[src/rtl/tx_msg_pkg.sv]
// Shared types and constants for the UART status-message scheduler.
// Holds the FSM state encoding, the one-hot memory mode codes and the priority helper.
package tx_msg_pkg;

    localparam int MSG_LEN_DEF = 35;
    localparam int TIMEOUT_DEF = 50000;
    localparam int SETTLE_DEF  = 1;

    localparam logic [2:0] MODE_START_CONTROL = 3'b100;
    localparam logic [2:0] MODE_INITIAL       = 3'b010;
    localparam logic [2:0] MODE_NORMAL        = 3'b001;
    localparam logic [2:0] MODE_NONE          = 3'b000;

    typedef enum logic [2:0] {
        ST_IDLE   = 3'd0,
        ST_SELECT = 3'd1,
        ST_STEP   = 3'd2,
        ST_SETTLE = 3'd3,
        ST_SEND   = 3'd4,
        ST_WAIT   = 3'd5,
        ST_FLUSH  = 3'd6,
        ST_END    = 3'd7
    } state_t;

    // Request vector is ordered {start_control, initial, normal}; highest bit wins.
    function automatic logic [2:0] prio_onehot(input logic [2:0] req);
        if (req[2]) begin
            prio_onehot = MODE_START_CONTROL;
        end else if (req[1]) begin
            prio_onehot = MODE_INITIAL;
        end else if (req[0]) begin
            prio_onehot = MODE_NORMAL;
        end else begin
            prio_onehot = MODE_NONE;
        end
    endfunction

endpackage

[src/rtl/tx_msg_scheduler_arbiter.sv]
// Pending-request latches with a fixed-priority one-hot grant.
// A request arriving in the grant cycle re-arms its bit, so that message is sent again.
module tx_req_arbiter
    import tx_msg_pkg::*;
(
    input  logic       clk,
    input  logic       reset,
    input  logic [2:0] i_req,
    input  logic       i_finish,
    input  logic       i_accept,
    output logic [2:0] o_grant,
    output logic       o_valid
);

    logic [2:0] r_pend;
    logic [2:0] w_clr;

    // Only the bit actually granted is cleared, and only when the FSM takes it.
    always_comb begin
        w_clr = 3'b000;
        if (i_accept) begin
            w_clr = o_grant;
        end else begin
            w_clr = 3'b000;
        end
    end

    // Pending latches: set dominates clear, abort wipes everything.
    always_ff @(posedge clk or posedge reset) begin
        if (reset) begin
            r_pend <= 3'b000;
        end else if (i_finish) begin
            r_pend <= 3'b000;
        end else begin
            r_pend <= (r_pend & ~w_clr) | i_req;
        end
    end

    assign o_grant = i_finish ? 3'b000 : prio_onehot(r_pend);
    assign o_valid = |o_grant;

endmodule

[src/rtl/tx_msg_scheduler.sv]
// Sequences one status message per grant: mode select, per-byte memory step,
// UART start/done handshake, a final flush step that wraps the memory counter.
module tx_msg_scheduler
    import tx_msg_pkg::*;
#(
    parameter int MSG_LEN = MSG_LEN_DEF,
    parameter int TIMEOUT = TIMEOUT_DEF,
    parameter int SETTLE  = SETTLE_DEF
) (
    input  logic       clk,
    input  logic       reset,
    input  logic       iREQ_START_CONTROL,
    input  logic       iREQ_INITIAL,
    input  logic       iREQ_NORMAL,
    input  logic       iFINISH,
    input  logic       iUART_BUSY,
    input  logic       iUART_DONE,
    output logic       oTX_START_CONTROL,
    output logic       oTX_INITIAL,
    output logic       oTX_NORMAL,
    output logic       oTX_RATE_STATE,
    output logic       oUART_START,
    output logic [5:0] oBYTE_IDX,
    output logic       oMSG_BUSY,
    output logic       oMSG_DONE,
    output logic       oTIMEOUT_ERR
);

    localparam logic [5:0]  IDX_LAST = 6'(MSG_LEN - 1);
    localparam logic [15:0] TO_LAST  = 16'(TIMEOUT - 1);
    localparam logic [15:0] SET_LAST = 16'(SETTLE - 1);

    state_t      r_state, w_state;
    logic [2:0]  r_mode, w_mode;
    logic        r_step, w_step;
    logic        r_ustart, w_ustart;
    logic [5:0]  r_idx, w_idx;
    logic        r_busy, w_busy;
    logic        r_done, w_done;
    logic        r_terr, w_terr;
    logic [15:0] r_tcnt, w_tcnt;
    logic [15:0] r_scnt, w_scnt;
    logic        r_tout_seen, w_tout_seen;
    logic        w_accept;
    logic [2:0]  w_grant;
    logic        w_valid;

    tx_req_arbiter u_arb (
        .clk      (clk),
        .reset    (reset),
        .i_req    ({iREQ_START_CONTROL, iREQ_INITIAL, iREQ_NORMAL}),
        .i_finish (iFINISH),
        .i_accept (w_accept),
        .o_grant  (w_grant),
        .o_valid  (w_valid)
    );

    // FSM state register.
    always_ff @(posedge clk or posedge reset) begin
        if (reset) begin
            r_state <= ST_IDLE;
        end else begin
            r_state <= w_state;
        end
    end

    // Next state plus next value of every registered output and counter.
    always_comb begin
        w_state     = r_state;
        w_mode      = r_mode;
        w_step      = 1'b0;
        w_ustart    = 1'b0;
        w_idx       = r_idx;
        w_busy      = r_busy;
        w_done      = 1'b0;
        w_terr      = 1'b0;
        w_tcnt      = r_tcnt;
        w_scnt      = r_scnt;
        w_tout_seen = r_tout_seen;
        w_accept    = 1'b0;
        if (iFINISH) begin
            w_state     = ST_IDLE;
            w_mode      = MODE_NONE;
            w_idx       = 6'd0;
            w_busy      = 1'b0;
            w_tcnt      = 16'd0;
            w_scnt      = 16'd0;
            w_tout_seen = 1'b0;
        end else begin
            case (r_state)
                ST_IDLE: begin
                    if (w_valid) begin
                        w_accept    = 1'b1;
                        w_state     = ST_SELECT;
                        w_mode      = w_grant;
                        w_busy      = 1'b1;
                        w_idx       = 6'd0;
                        w_tout_seen = 1'b0;
                    end else begin
                        w_state = ST_IDLE;
                    end
                end
                ST_SELECT: begin
                    w_state = ST_STEP;
                    w_step  = 1'b1;
                end
                ST_STEP: begin
                    w_state = ST_SETTLE;
                    w_scnt  = 16'd0;
                end
                ST_SETTLE: begin
                    if (r_scnt >= SET_LAST) begin
                        w_state = ST_SEND;
                    end else begin
                        w_scnt = r_scnt + 16'd1;
                    end
                end
                ST_SEND: begin
                    if (!iUART_BUSY) begin
                        w_ustart = 1'b1;
                        w_tcnt   = 16'd0;
                        w_state  = ST_WAIT;
                    end else begin
                        w_state = ST_SEND;
                    end
                end
                ST_WAIT: begin
                    // A done in the same cycle as expiry still counts as a delivered byte.
                    if (iUART_DONE) begin
                        w_step = 1'b1;
                        if (r_idx == IDX_LAST) begin
                            w_state = ST_FLUSH;
                        end else begin
                            w_idx   = r_idx + 6'd1;
                            w_state = ST_STEP;
                        end
                    end else if (r_tcnt >= TO_LAST) begin
                        w_terr      = 1'b1;
                        w_tout_seen = 1'b1;
                        w_step      = 1'b1;
                        w_state     = ST_FLUSH;
                    end else if (r_tcnt != 16'hFFFF) begin
                        w_tcnt = r_tcnt + 16'd1;
                    end else begin
                        w_tcnt = r_tcnt;
                    end
                end
                ST_FLUSH: begin
                    w_state = ST_END;
                    w_mode  = MODE_NONE;
                    w_busy  = 1'b0;
                    w_idx   = 6'd0;
                    w_done  = ~r_tout_seen;
                end
                ST_END: begin
                    w_state     = ST_IDLE;
                    w_tout_seen = 1'b0;
                end
                default: begin
                    w_state = ST_IDLE;
                    w_mode  = MODE_NONE;
                    w_busy  = 1'b0;
                    w_idx   = 6'd0;
                end
            endcase
        end
    end

    // Registered outputs and counters.
    always_ff @(posedge clk or posedge reset) begin
        if (reset) begin
            r_mode      <= MODE_NONE;
            r_step      <= 1'b0;
            r_ustart    <= 1'b0;
            r_idx       <= 6'd0;
            r_busy      <= 1'b0;
            r_done      <= 1'b0;
            r_terr      <= 1'b0;
            r_tcnt      <= 16'd0;
            r_scnt      <= 16'd0;
            r_tout_seen <= 1'b0;
        end else begin
            r_mode      <= w_mode;
            r_step      <= w_step;
            r_ustart    <= w_ustart;
            r_idx       <= w_idx;
            r_busy      <= w_busy;
            r_done      <= w_done;
            r_terr      <= w_terr;
            r_tcnt      <= w_tcnt;
            r_scnt      <= w_scnt;
            r_tout_seen <= w_tout_seen;
        end
    end

    assign oTX_START_CONTROL = r_mode[2];
    assign oTX_INITIAL       = r_mode[1];
    assign oTX_NORMAL        = r_mode[0];
    assign oTX_RATE_STATE    = r_step;
    assign oUART_START       = r_ustart;
    assign oBYTE_IDX         = r_idx;
    assign oMSG_BUSY         = r_busy;
    assign oMSG_DONE         = r_done;
    assign oTIMEOUT_ERR      = r_terr;

endmodule

[config.mk]
export PLATFORM = sky130hd
export DESIGN_NAME = tx_msg_scheduler
export DESIGN_NICKNAME = d
export VERILOG_FILES = /design/src/rtl/tx_msg_pkg.sv /design/src/rtl/tx_msg_scheduler_arbiter.sv /design/src/rtl/tx_msg_scheduler.sv
export SDC_FILE = /design/constraint.sdc
export NUM_CORES = 1
export LEC_CHECK = 0
export ABC_AREA = 1
export BUFFER_PORTS_ARGS = -buffer_cell sky130_fd_sc_hd__buf_4
export CORE_AREA = 5 5 79 81
export CTS_BUF_LIST = sky130_fd_sc_hd__clkbuf_8
export DETAILED_ROUTE_END_ITERATION = 16
export DIE_AREA = 0 0 84 86
export SYNTH_ARGS = -nofsm -noshare
export SYNTH_HDL_FRONTEND = slang
export SYNTH_SLANG_ARGS = --single-unit
[constraint.sdc]
create_clock -name clk -period 1.7 [get_ports clk]
set_input_delay 0.255 -clock clk [delete_from_list [all_inputs] [get_ports clk]]
set_output_delay 0.255 -clock clk [all_outputs]
set_load 0.02 [all_outputs]
[Yosys cells after proc, flatten, opt, wreduce, memory -nomap -nowiden]
Cells that the tools add are included.
Operators by class
  muxes and demuxes: 54
  equal/unequal tests: 20
  reductions and logical operators: 13
  $lt $le $gt $ge: 2
  $add $sub $neg: 3
  bitwise logic cells: 4
Operators by type and width (count)
  $mux 16: 7
  $pmux 16 s2: 2
  $mux 3: 12
  $add 16x1->16 const B: 2
  $ne 3x3->1 const B: 9
  $mux 6: 4
  $pmux 3 s8: 1
  $mux 1: 23
  $pmux 6 s3: 1
  $ge 16x1->1 const B: 1
  $ge 16x16->1 const B: 1
  $ne 16x16->1 const B: 1
  $eq 3x3->1 const B: 4
  $reduce_bool 3->1: 3
  $reduce_and 4->1: 2
  $reduce_bool 4->1: 2
  $add 6x1->6 const B: 1
  $eq 3x2->1 const B: 2
  $eq 6x6->1 const B: 1
  $pmux 3 s2: 1
  $reduce_and 2->1: 3
  $reduce_and 5->1: 1
  $ne 4x4->1 const B: 1
  $pmux 1 s2: 2
  9 further kinds: 9
Word-level totals
  register bits: 53
  logic and storage cells: 108
  output and inout bits: 14
  input port bits: 8

[Depth between registers and ports, before layout]
  depth in word-level cells: 13
  depth in mapped cells: 12
  gate-level depth less buffers: 11

[Modules after synthesis]
Synthesis repeated with hierarchy kept, for this count alone.
Unflattened totals
  cells, all modules: 341
  area total of the unflattened synthesis: 2412.3 µm²
By module, submodules not included
  tx_msg_scheduler: sequential area each 850.8 µm², times used 1, area each 2232.1 µm², cells an instance 316
  tx_req_arbiter: sequential area each 75.1 µm², times used 1, area each 180.2 µm², cells an instance 25

[Worst setup path before layout]
No wires, ideal clock.
  path type: flip-flop to flip-flop
  from: register r_tcnt[0]
  to: register r_tcnt[4]
  required time: 1.583 ns
  library setup time: 0.117 ns
  period minus slack after synthesis: 1.511 ns
  cell stages (with the launch flop): 12
  path slack: 0.189 ns
  buffers on the path: 1
  arrival: 1.394 ns
  path through: dfrtp_1 > ha_1 > nand2_1 > nor2_4 > nand2_1 > nor2_1 > nor2_1 > nand2_1 > nand2_2 > buf_6 > nand2_1 > nand2_1
Between the ends
  longest elaborated chain between the ends: 6
  elaborated cells between the ends (all ways): 11
  classes of those cells: 1 x add/sub; 1 x order compare; 3 x eq/ne; 5 x mux; 1 x reduce/logical
RTL lines
  start, declared: line tx_msg_scheduler.sv:41  | logic [15:0] r_tcnt, w_tcnt;
  start signal, assigned: line tx_msg_scheduler.sv:190  | r_tcnt <= w_tcnt;
  $add 16x1->16: line tx_msg_scheduler.sv:143  | w_tcnt = r_tcnt + 16'd1;
  $mux 16: line tx_msg_scheduler.sv:142  | end else if (r_tcnt != 16'hFFFF) begin
  $mux 16: line tx_msg_scheduler.sv:137  | end else if (r_tcnt >= TO_LAST) begin
  $mux 16: line tx_msg_scheduler.sv:129  | if (iUART_DONE) begin
  $pmux 16 s2: line tx_msg_scheduler.sv:90  | case (r_state)
  $mux 16: line tx_msg_scheduler.sv:81  | if (iFINISH) begin
Parallel ways exist; a longest one is shown, timed or not. The select of a mux whose other input is x is not followed.
A chain may end at the register's enable or synchronous reset.

[Worst setup path after layout]
  from: register r_state[1]
  to: register r_idx[1] (netlist: oBYTE_IDX[1])
Between the ends
  longest elaborated chain between the ends: 3
  elaborated cells between the ends (all ways): 10
  classes of those cells: 5 x eq/ne; 2 x mux; 3 x reduce/logical
RTL lines
  start, declared: line tx_msg_scheduler.sv:33  | state_t r_state, w_state;
  start signal, assigned: line tx_msg_scheduler.sv:63  | r_state <= w_state;
  $eq 3x3->1 / $logic_not 3->1 (equally long branches): line tx_msg_scheduler.sv:90
  $ne 3x3->1 (no line) (tied with other cells)
  $reduce_and 4->1 (no line) / $mux 6 (equally long branches)
  end signal, assigned: line tx_msg_scheduler.sv:186  | r_idx <= w_idx;
  end, declared: line tx_msg_scheduler.sv:37  | logic [5:0] r_idx, w_idx;
Parallel ways exist; a longest one is shown, timed or not.

==> results.md <==
* Critical-path cell list: inv_2 -> nand3_4 -> buf_4 -> inv_1 -> nor2_1 -> nor3_4 -> nand2_1 -> nand2_1
* WL/cell at 12.3 um
* Flop and latch count out of synthesis at 37
* Fmax achieved at 0.639 GHz
* Clock buffer depth at 2
* Max transition margin at between 60% and 70%
* Max Cap Viol at 0
* Worst setup EP type: flop
* Share of cells above drive strength 1 at around a fifth
* Max Used Layer: met4
* Final Max Tran Viols at 0
* Ports at 22
* Fillcell total at approximately 530
* Critical Path AT at 1.79 ns
* Synthesized cell area at 2360 sq um
* Post-detail-place hpwl at 4070 um
* First-pass GRT wire length at between 9000 and 10000 um
* Initial antenna violation count at 0
* Final core utilization at 52.8%
* TritonCTS clock tree: done
* Setup CP Type: reg -> reg
* Worst slew pin tran at 0.486 ns
* Maximum VDD drop at approximately 610 uV
* ANT nets after route at 0
* Pin count of the biggest net entering global routing at 38
* Final instance area at about 2900 sq um
* Number of synthesized flops with an enable pin at 0
* Async SR Flop Fraction at 100%
* DR WL met2 at between 2000 and 3000 um
* Root buf cell: clkbuf_8
* Core area at about 5400 sq um
* Total power at 2250 uW
* Startpoint Class: flop
* Setup bufs post-CTS at 0
* Routed Wire Length at ~5700 um
* Vias in the first global route at around 2100
* # placed instances at 453
* Minimum clock period at roughly 1.6 ns
* Layout Cells excl Fill at ~460
* Required time worst endpoint at 1.93 ns
* Buf/Inv on CP at 3
* GPL Wtd Cong at between 0.8 and 0.9
* Clk sinks at 37
* Worst hold path type: in -> async
* First-pass detailed-route iteration total at 5
* Via-to-Cell Ratio at 4.77
* Post-DP Area at ~2700 sq um
* Routed metal-1 wire length at just under 3000 um
* Final hold violation count at 0
* H-tree Lvls at 2
* Row cnt at 27
* # DRC at 0
* Synth-to-Final Area Change at 20.9%
* Endpoints failing setup at 0
* DR vias at ~2200
* Commonest non-fill, non-tap cells in the layout: nand2_1, nor2_1, inv_1
* Final worst-path cycle share at ~92%
* Reg clk slew, reported paths at about 0.08 ns
* Met3 wire length at roughly 180 um
* Tot GR Track Use at between 10% and 20%
* Pwr/cell area at between 700 and 800 nW/um^2
* Post-Syn Area per Cell at approximately 6.7 sq um
* Leakage at around 0.0015 uW
* Synth unique cells at 29
* Post-synth top flop: dfrtp_1
* I/O Buffers at 21
* CP most frequent cell: nand2_1
* Outcome: finished clean
* Die width at between 80 and 90 um
* Gate Count Post-Synth at roughly 350
* Clk_lat worst skew at approximately 0.28 ns
* Die height at between 80 and 90 um
* Diode count at 0
* Syn Nets at between 300 and 400
* Top delay family on crit path: simple AND/OR/NAND/NOR gates
* Die area at just over 7000 sq um
* Sequential area share after synthesis at between 30% and 40%
* Cts bufs inserted at 5
* Crit path max-delay cell type: dfrtp_2
* Initial cell density of the core at a little over two fifths
* Crit path largest cell delay at between 0.4 and 0.5 ns
* NumNets Final at 400
* Commonest non-fill, non-tap cell in the layout: nand2_1
* Initial drt markers at around 140
* Grt total ovfl at 0
* Yosys Warn Count at 0
* Clock skew at roughly 0.0055 ns
* Critical path peak fanout at 6
-- path summary, 6_finish.rpt --
| check | endpoint | from | depth (start not counted) | slack, ns |
|---|---|---|---|---|
| setup / recovery | oBYTE_IDX[1]$_DFFE_PP0P_ | r_state[1]$_DFFE_PP0P_ | 8 | 0.14 |
| hold / removal | r_mode[1]$_DFFE_PP0P_ | reset | 3 | 0.09 |
| setup reg to reg | oBYTE_IDX[1]$_DFFE_PP0P_ | r_state[1]$_DFFE_PP0P_ | 8 | 0.14 |
| hold reg to reg | oMSG_DONE$_DFF_PP0_ | r_tout_seen$_DFFE_PP0P_ | 1 | 0.44 |
| max in group asynchronous | r_state[2]$_DFFE_PP0P_ | reset | 3 | 1.26 |
| min in group clk | u_arb.r_pend[0]$_DFF_PP0_ | iREQ_NORMAL | 3 | 0.18 |
-- metrics by stage --
stage | setup TNS (ns) | setup WS (ns) | hold WS [ns]
after global routing | -0.00137 | -0.00137 | 0.111
after detailed placement | 0 | 0.0546 | 0.404
final | 0 | 0.136 | 0.0854
after global placement | 0 | 0.0660 | 0.408
after floorplan | 0 | 0.189 | 0.382
after CTS | 0 | 0.0346 | 0.0911
-- cell type report --
class	count	area, sq um	area share (%)
Sequential cell	37	930	32.6
Timing Repair Buffer	35	267	9.35
Clock inverter	3	65.1	2.28
Clock buffer	5	68.8	2.41
Tap cell	72	90.1	3.16
Multi-Input combinational cell	268	1270	44.7
Inverter	42	158	5.53
-- state kept, by name, summed over array words and instances, names as in the netlist --
name	count
r_mode	3
r_tout_seen	1
r_tcnt	16
u_arb.r_pend	3
oMSG_BUSY	1
oUART_START	1
oTX_RATE_STATE	1
oMSG_DONE	1
oBYTE_IDX	6
oTIMEOUT_ERR	1
r_state	3
-- cell families (layout without fill, tap and decap cells) --
logic type,Yosys count,in the layout,share of synthesized area (%)
AOI/OAI and AO/OA,19,19,4.88
xor gates and xnor gates,2,2,0.743
adders and majority gates,3,3,1.59
buffers and inverters,48,85,8.38
DFF,37,37,39.3
and+or+nand+nor,243,244,45.1
-- synth_stat cells, types with 2 or more instances --
cell,n,share of area [%]
nand2_1,129,21
nor2_1,50,8.0
inv_1,40,6.4
dfrtp_1,37,39
nand3_1,33,7.0
nand4_1,7,1.9
a21oi_1,6,1.3
nor3_1,6,1.3
o21ai_0,6,1.3
nand2_2,4,1.1
or2_2,4,1.1
ha_1,3,1.6
nor2_2,3,0.80
o21bai_1,3,0.95
buf_1,2,0.32
buf_2,2,0.42
buf_6,2,0.95
inv_2,2,0.32
nor4_1,2,0.53
xor2_1,2,0.74
-- power by group --
group | internal, uW | switching (uW) | leakage [uW]
clock network | 583 | 321 | 0.0000681
logic | 134 | 252 | 0.000942
registers | 917 | 40.5 | 0.000505
total | 1630 | 614 | 0.00151
-- worst reg2reg max path, delay by kind of cell, from the launching register on --
| kind | cells | cell delay [ns] |
|---|---|---|
| flops | 1 | 0.45 |
| buf+inv | 3 | 0.42 |
| simple gates | 5 | 0.64 |
-- what timing repair did --
action                                  CTS  global route
endpoints found under the setup margin    0            26
hold endpoints to repair                  0             0
hold buffers                              0             0
resized for setup                         0            15
-- layer usage --
layer | GRT usage (%) | up-vias
li1 | - | 1175
met1 | 23.4 | 987
met2 | 25.5 | 40
met3 | 3.36 | 2
met4 | 4.68 | 0
met5 | 0 | -
No activity file was read; power rests on OpenSTA's default activity.
